--- src/rtl/frame_pixel_streamer.sv ---
// Raster frame reader: walks a frame RAM row-major and emits a strobed pixel stream with blanking.
// Optional `TEST_PATTERN_EN adds i_pat_en, replacing RAM pixels with an (h+v) mod 256 ramp.
`timescale 1ns/1ps
module frame_pixel_streamer #(
  parameter int H_ACTIVE   = 1280,
  parameter int V_ACTIVE   = 720,
  parameter int H_BLANK    = 16,
  parameter int V_BLANK    = 32,
  parameter int ADDR_W     = 20,
  parameter int BASE_ADDR  = 0,
  parameter int CONTINUOUS = 0
) (
  input  logic              i_clk,
  input  logic              i_rst_n,
  input  logic              i_start,
  input  logic              i_stop,
`ifdef TEST_PATTERN_EN
  input  logic              i_pat_en,
`endif
  output logic              o_busy,
  output logic              o_rd_en,
  output logic [ADDR_W-1:0] o_rd_addr,
  input  logic [7:0]        i_rd_data,
  output logic              o_en,
  output logic [7:0]        o_data,
  output logic              o_sof,
  output logic              o_eol,
  output logic              o_frame_done
);

  localparam int H_W   = (H_ACTIVE > 1) ? $clog2(H_ACTIVE) : 1;
  localparam int V_W   = (V_ACTIVE > 1) ? $clog2(V_ACTIVE) : 1;
  localparam int B_MAX = (H_BLANK > V_BLANK) ? H_BLANK : V_BLANK;
  localparam int B_W   = (B_MAX > 1) ? $clog2(B_MAX) : 1;

  localparam logic [H_W-1:0]    H_LAST  = H_W'(H_ACTIVE - 1);
  localparam logic [V_W-1:0]    V_LAST  = V_W'(V_ACTIVE - 1);
  localparam logic [B_W-1:0]    HB_LAST = B_W'(H_BLANK - 1);
  localparam logic [B_W-1:0]    VB_LAST = B_W'(V_BLANK - 1);
  localparam logic [ADDR_W-1:0] BASE    = ADDR_W'(BASE_ADDR);

  typedef enum logic [1:0] {
    ST_IDLE   = 2'd0,
    ST_ACTIVE = 2'd1,
    ST_HBLANK = 2'd2,
    ST_VBLANK = 2'd3
  } state_t;

  state_t            state_q, state_d;
  logic [H_W-1:0]    h_cnt_q, h_cnt_d;
  logic [V_W-1:0]    v_cnt_q, v_cnt_d;
  logic [B_W-1:0]    blank_q, blank_d;
  logic [ADDR_W-1:0] addr_q, addr_d;
  logic              stop_q, stop_d;
  logic              pat_q, pat_d;
  logic              pat_req;
  logic              stop_now;

`ifdef TEST_PATTERN_EN
  assign pat_req = i_pat_en;
`else
  assign pat_req = 1'b0;
`endif

  // A stop pulse arriving on the very cycle of the VBLANK decision still counts.
  assign stop_now = stop_q | i_stop;

  always_comb begin
    state_d = state_q;
    h_cnt_d = h_cnt_q;
    v_cnt_d = v_cnt_q;
    blank_d = blank_q;
    addr_d  = addr_q;
    stop_d  = stop_q;
    pat_d   = pat_q;
    case (state_q)
      ST_IDLE: begin
        stop_d = 1'b0;
        if (i_start) begin
          state_d = ST_ACTIVE;
          h_cnt_d = '0;
          v_cnt_d = '0;
          addr_d  = BASE;
          stop_d  = i_stop;
          pat_d   = pat_req;
        end
      end
      ST_ACTIVE: begin
        stop_d = stop_now;
        addr_d = addr_q + ADDR_W'(1);
        if (h_cnt_q == H_LAST) begin
          h_cnt_d = '0;
          blank_d = '0;
          state_d = ST_HBLANK;
        end else begin
          h_cnt_d = h_cnt_q + H_W'(1);
        end
      end
      ST_HBLANK: begin
        stop_d = stop_now;
        if (blank_q == HB_LAST) begin
          blank_d = '0;
          if (v_cnt_q != V_LAST) begin
            v_cnt_d = v_cnt_q + V_W'(1);
            state_d = ST_ACTIVE;
          end else begin
            v_cnt_d = '0;
            state_d = ST_VBLANK;
          end
        end else begin
          blank_d = blank_q + B_W'(1);
        end
      end
      ST_VBLANK: begin
        stop_d = stop_now;
        if (blank_q == VB_LAST) begin
          blank_d = '0;
          if ((CONTINUOUS != 0) && !stop_now) begin
            state_d = ST_ACTIVE;
            addr_d  = BASE;
            pat_d   = pat_req;
          end else begin
            state_d = ST_IDLE;
            stop_d  = 1'b0;
          end
        end else begin
          blank_d = blank_q + B_W'(1);
        end
      end
      default: begin
        state_d = ST_IDLE;
      end
    endcase
  end

  always_ff @(posedge i_clk or negedge i_rst_n) begin
    if (!i_rst_n) begin
      state_q <= ST_IDLE;
      h_cnt_q <= '0;
      v_cnt_q <= '0;
      blank_q <= '0;
      addr_q  <= BASE;
      stop_q  <= 1'b0;
      pat_q   <= 1'b0;
    end else begin
      state_q <= state_d;
      h_cnt_q <= h_cnt_d;
      v_cnt_q <= v_cnt_d;
      blank_q <= blank_d;
      addr_q  <= addr_d;
      stop_q  <= stop_d;
      pat_q   <= pat_d;
    end
  end

  logic       active;
  logic       sof_c, eol_c, done_c;
  logic [7:0] pat_pix;

  assign active  = (state_q == ST_ACTIVE);
  assign sof_c   = active && (h_cnt_q == '0) && (v_cnt_q == '0);
  assign eol_c   = active && (h_cnt_q == H_LAST);
  assign done_c  = eol_c && (v_cnt_q == V_LAST);
  assign pat_pix = 8'(h_cnt_q) + 8'(v_cnt_q);

  // Stage 1 runs alongside the RAM access; stage 2 is the output register.
  logic       s1_en_q, s1_sof_q, s1_eol_q, s1_done_q, s1_pat_q;
  logic [7:0] s1_pix_q;
  logic       en_q, sof_q, eol_q, done_q;
  logic [7:0] data_q, data_d;

  always_comb begin
    data_d = data_q;
    if (s1_en_q) begin
      data_d = s1_pat_q ? s1_pix_q : i_rd_data;
    end
  end

  always_ff @(posedge i_clk or negedge i_rst_n) begin
    if (!i_rst_n) begin
      s1_en_q   <= 1'b0;
      s1_sof_q  <= 1'b0;
      s1_eol_q  <= 1'b0;
      s1_done_q <= 1'b0;
      s1_pat_q  <= 1'b0;
      s1_pix_q  <= '0;
      en_q      <= 1'b0;
      sof_q     <= 1'b0;
      eol_q     <= 1'b0;
      done_q    <= 1'b0;
      data_q    <= '0;
    end else begin
      s1_en_q   <= active;
      s1_sof_q  <= sof_c;
      s1_eol_q  <= eol_c;
      s1_done_q <= done_c;
      s1_pat_q  <= pat_q;
      s1_pix_q  <= pat_pix;
      en_q      <= s1_en_q;
      sof_q     <= s1_sof_q;
      eol_q     <= s1_eol_q;
      done_q    <= s1_done_q;
      data_q    <= data_d;
    end
  end

  assign o_busy       = (state_q != ST_IDLE);
  assign o_rd_en      = active && !pat_q;
  assign o_rd_addr    = addr_q;
  assign o_en         = en_q;
  assign o_data       = data_q;
  assign o_sof        = sof_q;
  assign o_eol        = eol_q;
  assign o_frame_done = done_q;

endmodule
--- config.mk ---
export PLATFORM = sky130hd
export DESIGN_NAME = frame_pixel_streamer
export DESIGN_NICKNAME = d
export VERILOG_FILES = /design/src/rtl/frame_pixel_streamer.sv
export SDC_FILE = /design/constraint.sdc
export NUM_CORES = 1
export LEC_CHECK = 0
export BUFFER_PORTS_ARGS = -buffer_cell sky130_fd_sc_hd__buf_2
export CORE_MARGIN = 3
export CORE_UTILIZATION = 54
export CTS_BUF_LIST = sky130_fd_sc_hd__clkbuf_4
export DETAILED_ROUTE_END_ITERATION = 8
export PLACE_DENSITY = 0.76
export SLEW_MARGIN = 15
export SYNTH_ARGS = -nofsm -noshare
export SYNTH_HDL_FRONTEND = slang
export SYNTH_SLANG_ARGS = --single-unit
--- constraint.sdc ---
create_clock -name i_clk -period 2.3 [get_ports i_clk]
set_input_delay 0.345 -clock i_clk [delete_from_list [all_inputs] [get_ports i_clk]]
set_output_delay 0.345 -clock i_clk [all_outputs]
set_load 0.03 [all_outputs]
==> flow_summary.ini <==
[run_status]
outcome = complete, no violations

[logic_synthesis]
syn-mean-instance-area_sq_um = 10.3
post_synth_inst_count = 313
synth_async_sr_flop_share_pct = 100
yosysSeqAreaShare_pct = 49.5
ys_seq_elements = 64
synth_edf_count = 0
synth.lib_cells_used.distinct = 51
synth.cell_area_sq_um = 3230
yosys_warnings = 0
syn-num-nets = 335
postSynth.topFlopCell = dfrtp_1

[setup_path]
critical_path_peak_fanout = 11
worstPathRequired_ns = 1.96
endpoint_kind = output pin
crit-reg2reg-launch = blank_q[0]
worst_r2r_path_depth = 8
worst_setup_path_start_kind = flop
regToRegEndpoint = v_cnt_q[3]
worst_ep_arrival_time_ns = 1.69
setup.reg_to_reg.worst_slack_ns = 0.33
worst-setup-path-type = reg2out

[power_and_ir_drop]
power.clock.fraction_pct = 40.5
max-vdd-ir-drop_mv = 0.441
share_seq_of_total_power_pct = 55.8
swShare_pct = 21.9
power.switching_mw = 0.449
power_density_nw_per_um2 = 557
cellLeakagePower_nw = 1.73
comb_power_share_pct = 3.7
internal-power_mw = 1.60

[sta]
timing.final.crit_period_ns = 2.04
worst_slew_margin_relative_to_its_limit_pct = 61.9
maxSlewViolCount = 0
final.period_utilization_pct = 88.6
final_hold_viol_count = 0
rsz_0062_raised_after_global_routing = no
timing.final.setup_violations = 0
timing_worst_slew_pin_value_ns = 0.572
timing.setup.tns_ns = 0
skew_ns = 0.0111
final_setup_slack_of_the_worst_path_ns = 0.262
fmax_mhz = 491

[routing]
wire_per_inst_microns = 14.6
drcViolationCount = 0
number_of_vias_per_cell_after_detailed_routing = 5.73
wirelength_mm = 6.42
drt_iter0_markers = 94
via_count = 2528
drt_first_pass_iters = 4
ant_nets = 0

[clock_tree]
clock_path_buffers = 2
clock_tree_from_tritoncts = yes
clk_latency_ns = 0.41
post-cts-setup-buffer-count = 0
htreeDepth = 3
clkSlewWorstSetupHoldPaths_ns = 0.10
clock_tree.root_cell = clkbuf_4
clock_sink_count = 64
cts_made_buffers = 9

[min_path]
min_path_cells = 2
min-delay-path-class = in2reg
hold-path-endpoint = o_data[1]
min_from = i_rd_data[1]

[placed_design]
place.port_buffers = 44
placement_stage_worst_setup_slack_ns = 0.331
numPlacedInstances = 425
place_congestion = 0.849
dpl.hpwl_mm = 4.51

[floorplanning]
num_io_pins = 46
die_area_sq_um = 6950
fp.dieH_microns = 83.4
num_rows = 27
die_w_microns = 83.4
floorplan.initialDensity_pct = 57.3
core_area_sq_um = 5640

[final_layout]
antenna_cells_inserted = 0
finalNetCount = 387
final_cells = 441
n_fill_cell = 480
final_layout_size_suffix_gt1_share_pct = 22.0
flow.area_growth_from_synthesis_pct = 13.8

[grt]
antenna_found_initial = 0
grt_usage_pct = 20.3
via_count_of_the_first_global_routing_pass = 2455
pin_count_of_the_biggest_net_entering_global_routing = 42
grt_overflow_total = 0
grt_pass1_wl_mm = 11.3

[job]
max-cap-violations = 0
## cell type report
class	count	area (sq um)	share of cell area (%)
inverter	16	60.1	1.63
clock inverter	5	72.6	1.97
timing repair buffer	49	273	7.41
tap	72	90.1	2.45
multi-input combinational	225	1510	41.0
clock buffer	10	75.1	2.04
sequential	64	1600	43.5
## per-stage QoR
step	hold slack [ns]	area, sq um	power (mW)	utilization (%)
finish	0.168	3680	2.05	65.2
global route	0.134	3680	2.14	65.2
CTS	0.143	3680	2.07	65.2
detailed placement	0.336	3520	1.24	62.4
global placement	0.336	3520	1.24	62.4
floorplan	0.0494	3230	1.19	-
## state kept, by name, summed over array words and instances (netlist names)
register	count
s1_eol_q	1
state_q	2
o_frame_done	1
o_sof	1
blank_q	5
o_rd_addr	20
s1_en_q	1
h_cnt_q	11
s1_sof_q	1
o_eol	1
o_data	8
v_cnt_q	10
o_en	1
s1_done_q	1
## power groups by stage
stage	logic [mW]	registers, mW	clock network, mW
detailed placement	0.0771	1.17	0
finish	0.0761	1.14	0.830
global route	0.0852	1.15	0.909
floorplan	0.0152	1.18	0
CTS	0.0786	1.14	0.850
global placement	0.0754	1.16	0
## cell usage in the layout (no fill, tap or decap), drive strengths merged, types with 3 or more instances in the layout
cell	instances
nor2	21
mux2	8
o311ai	3
nand4	11
mux2i	12
buf	48
nand3	16
o211ai	4
xor2	6
and3	6
clkbuf	10
nand2	46
nor3	10
nor4	9
inv	16
xnor2	7
o31ai	5
o21ai	14
dfrtp	64
nor3b	4
a21o	4
or3	3
clkinv	3
ha	10
## cell usage after synthesis (6+ instances only)
master	instances	area share, %
inv_1	15	1.7
dfrtp_1	64	50
o21ai_0	11	1.7
and3_1	6	1.2
ha_1	10	3.9
mux2i_1	12	3.7
nor4_1	7	1.4
nand4_1	10	1.9
xnor2_1	7	1.9
nand2_1	46	5.3
nand3_1	16	2.5
nor3_1	10	1.5
xor2_1	6	1.6
mux2_2	8	2.8
nor2_1	21	2.4
## critical path, cell delays in order, from the launching register on
cell and delay (ns):
dfrtp_1 0.50, nand2b_2 0.34, inv_2 0.21, buf_2 0.23
## how the worst max path moves through the flow
stage                              end          from  slack (ns)  depth (start not counted)
after floorplan           o_rd_addr[8]  o_rd_addr[0]        0.47                          6
after global placement      v_cnt_q[2]    blank_q[0]        0.36                          8
after detailed placement    v_cnt_q[5]    blank_q[0]        0.33                          8
after CTS                      o_rd_en    state_q[1]        0.13                          3
after global routing        v_cnt_q[6]    blank_q[0]        0.06                          8
final                          o_rd_en    state_q[1]        0.26                          3
## cells by family after synthesis
family | after synthesis | share of synthesized area [%]
buffers and inverters | 24 | 3.91
adder cells (fa/ha/maj) | 10 | 3.87
XOR/XNOR | 13 | 3.52
AND/OR/NAND/NOR | 136 | 22.1
multiplexers | 20 | 6.50
AO/OA/AOI/OAI | 46 | 10.5
flip-flops | 64 | 49.5
## routing by layer
metal | vias to the layer above | wire length, microns | global-route usage [%]
met1 | 1219 | 3020 | 26.8
li1 | 1238 | - | -
met3 | 10 | 342 | 5.85
met5 | - | 0 | 0
met4 | 0 | 108 | 8.62
met2 | 61 | 2950 | 31.3
## repair_timing
item,4_1_cts,5_1_grt
hold buffers,1,0
setup endpoints to repair,0,1
hold endpoints to repair,23,0
resized for setup,0,1
Note: power is estimated with default switching activity, not from simulation.
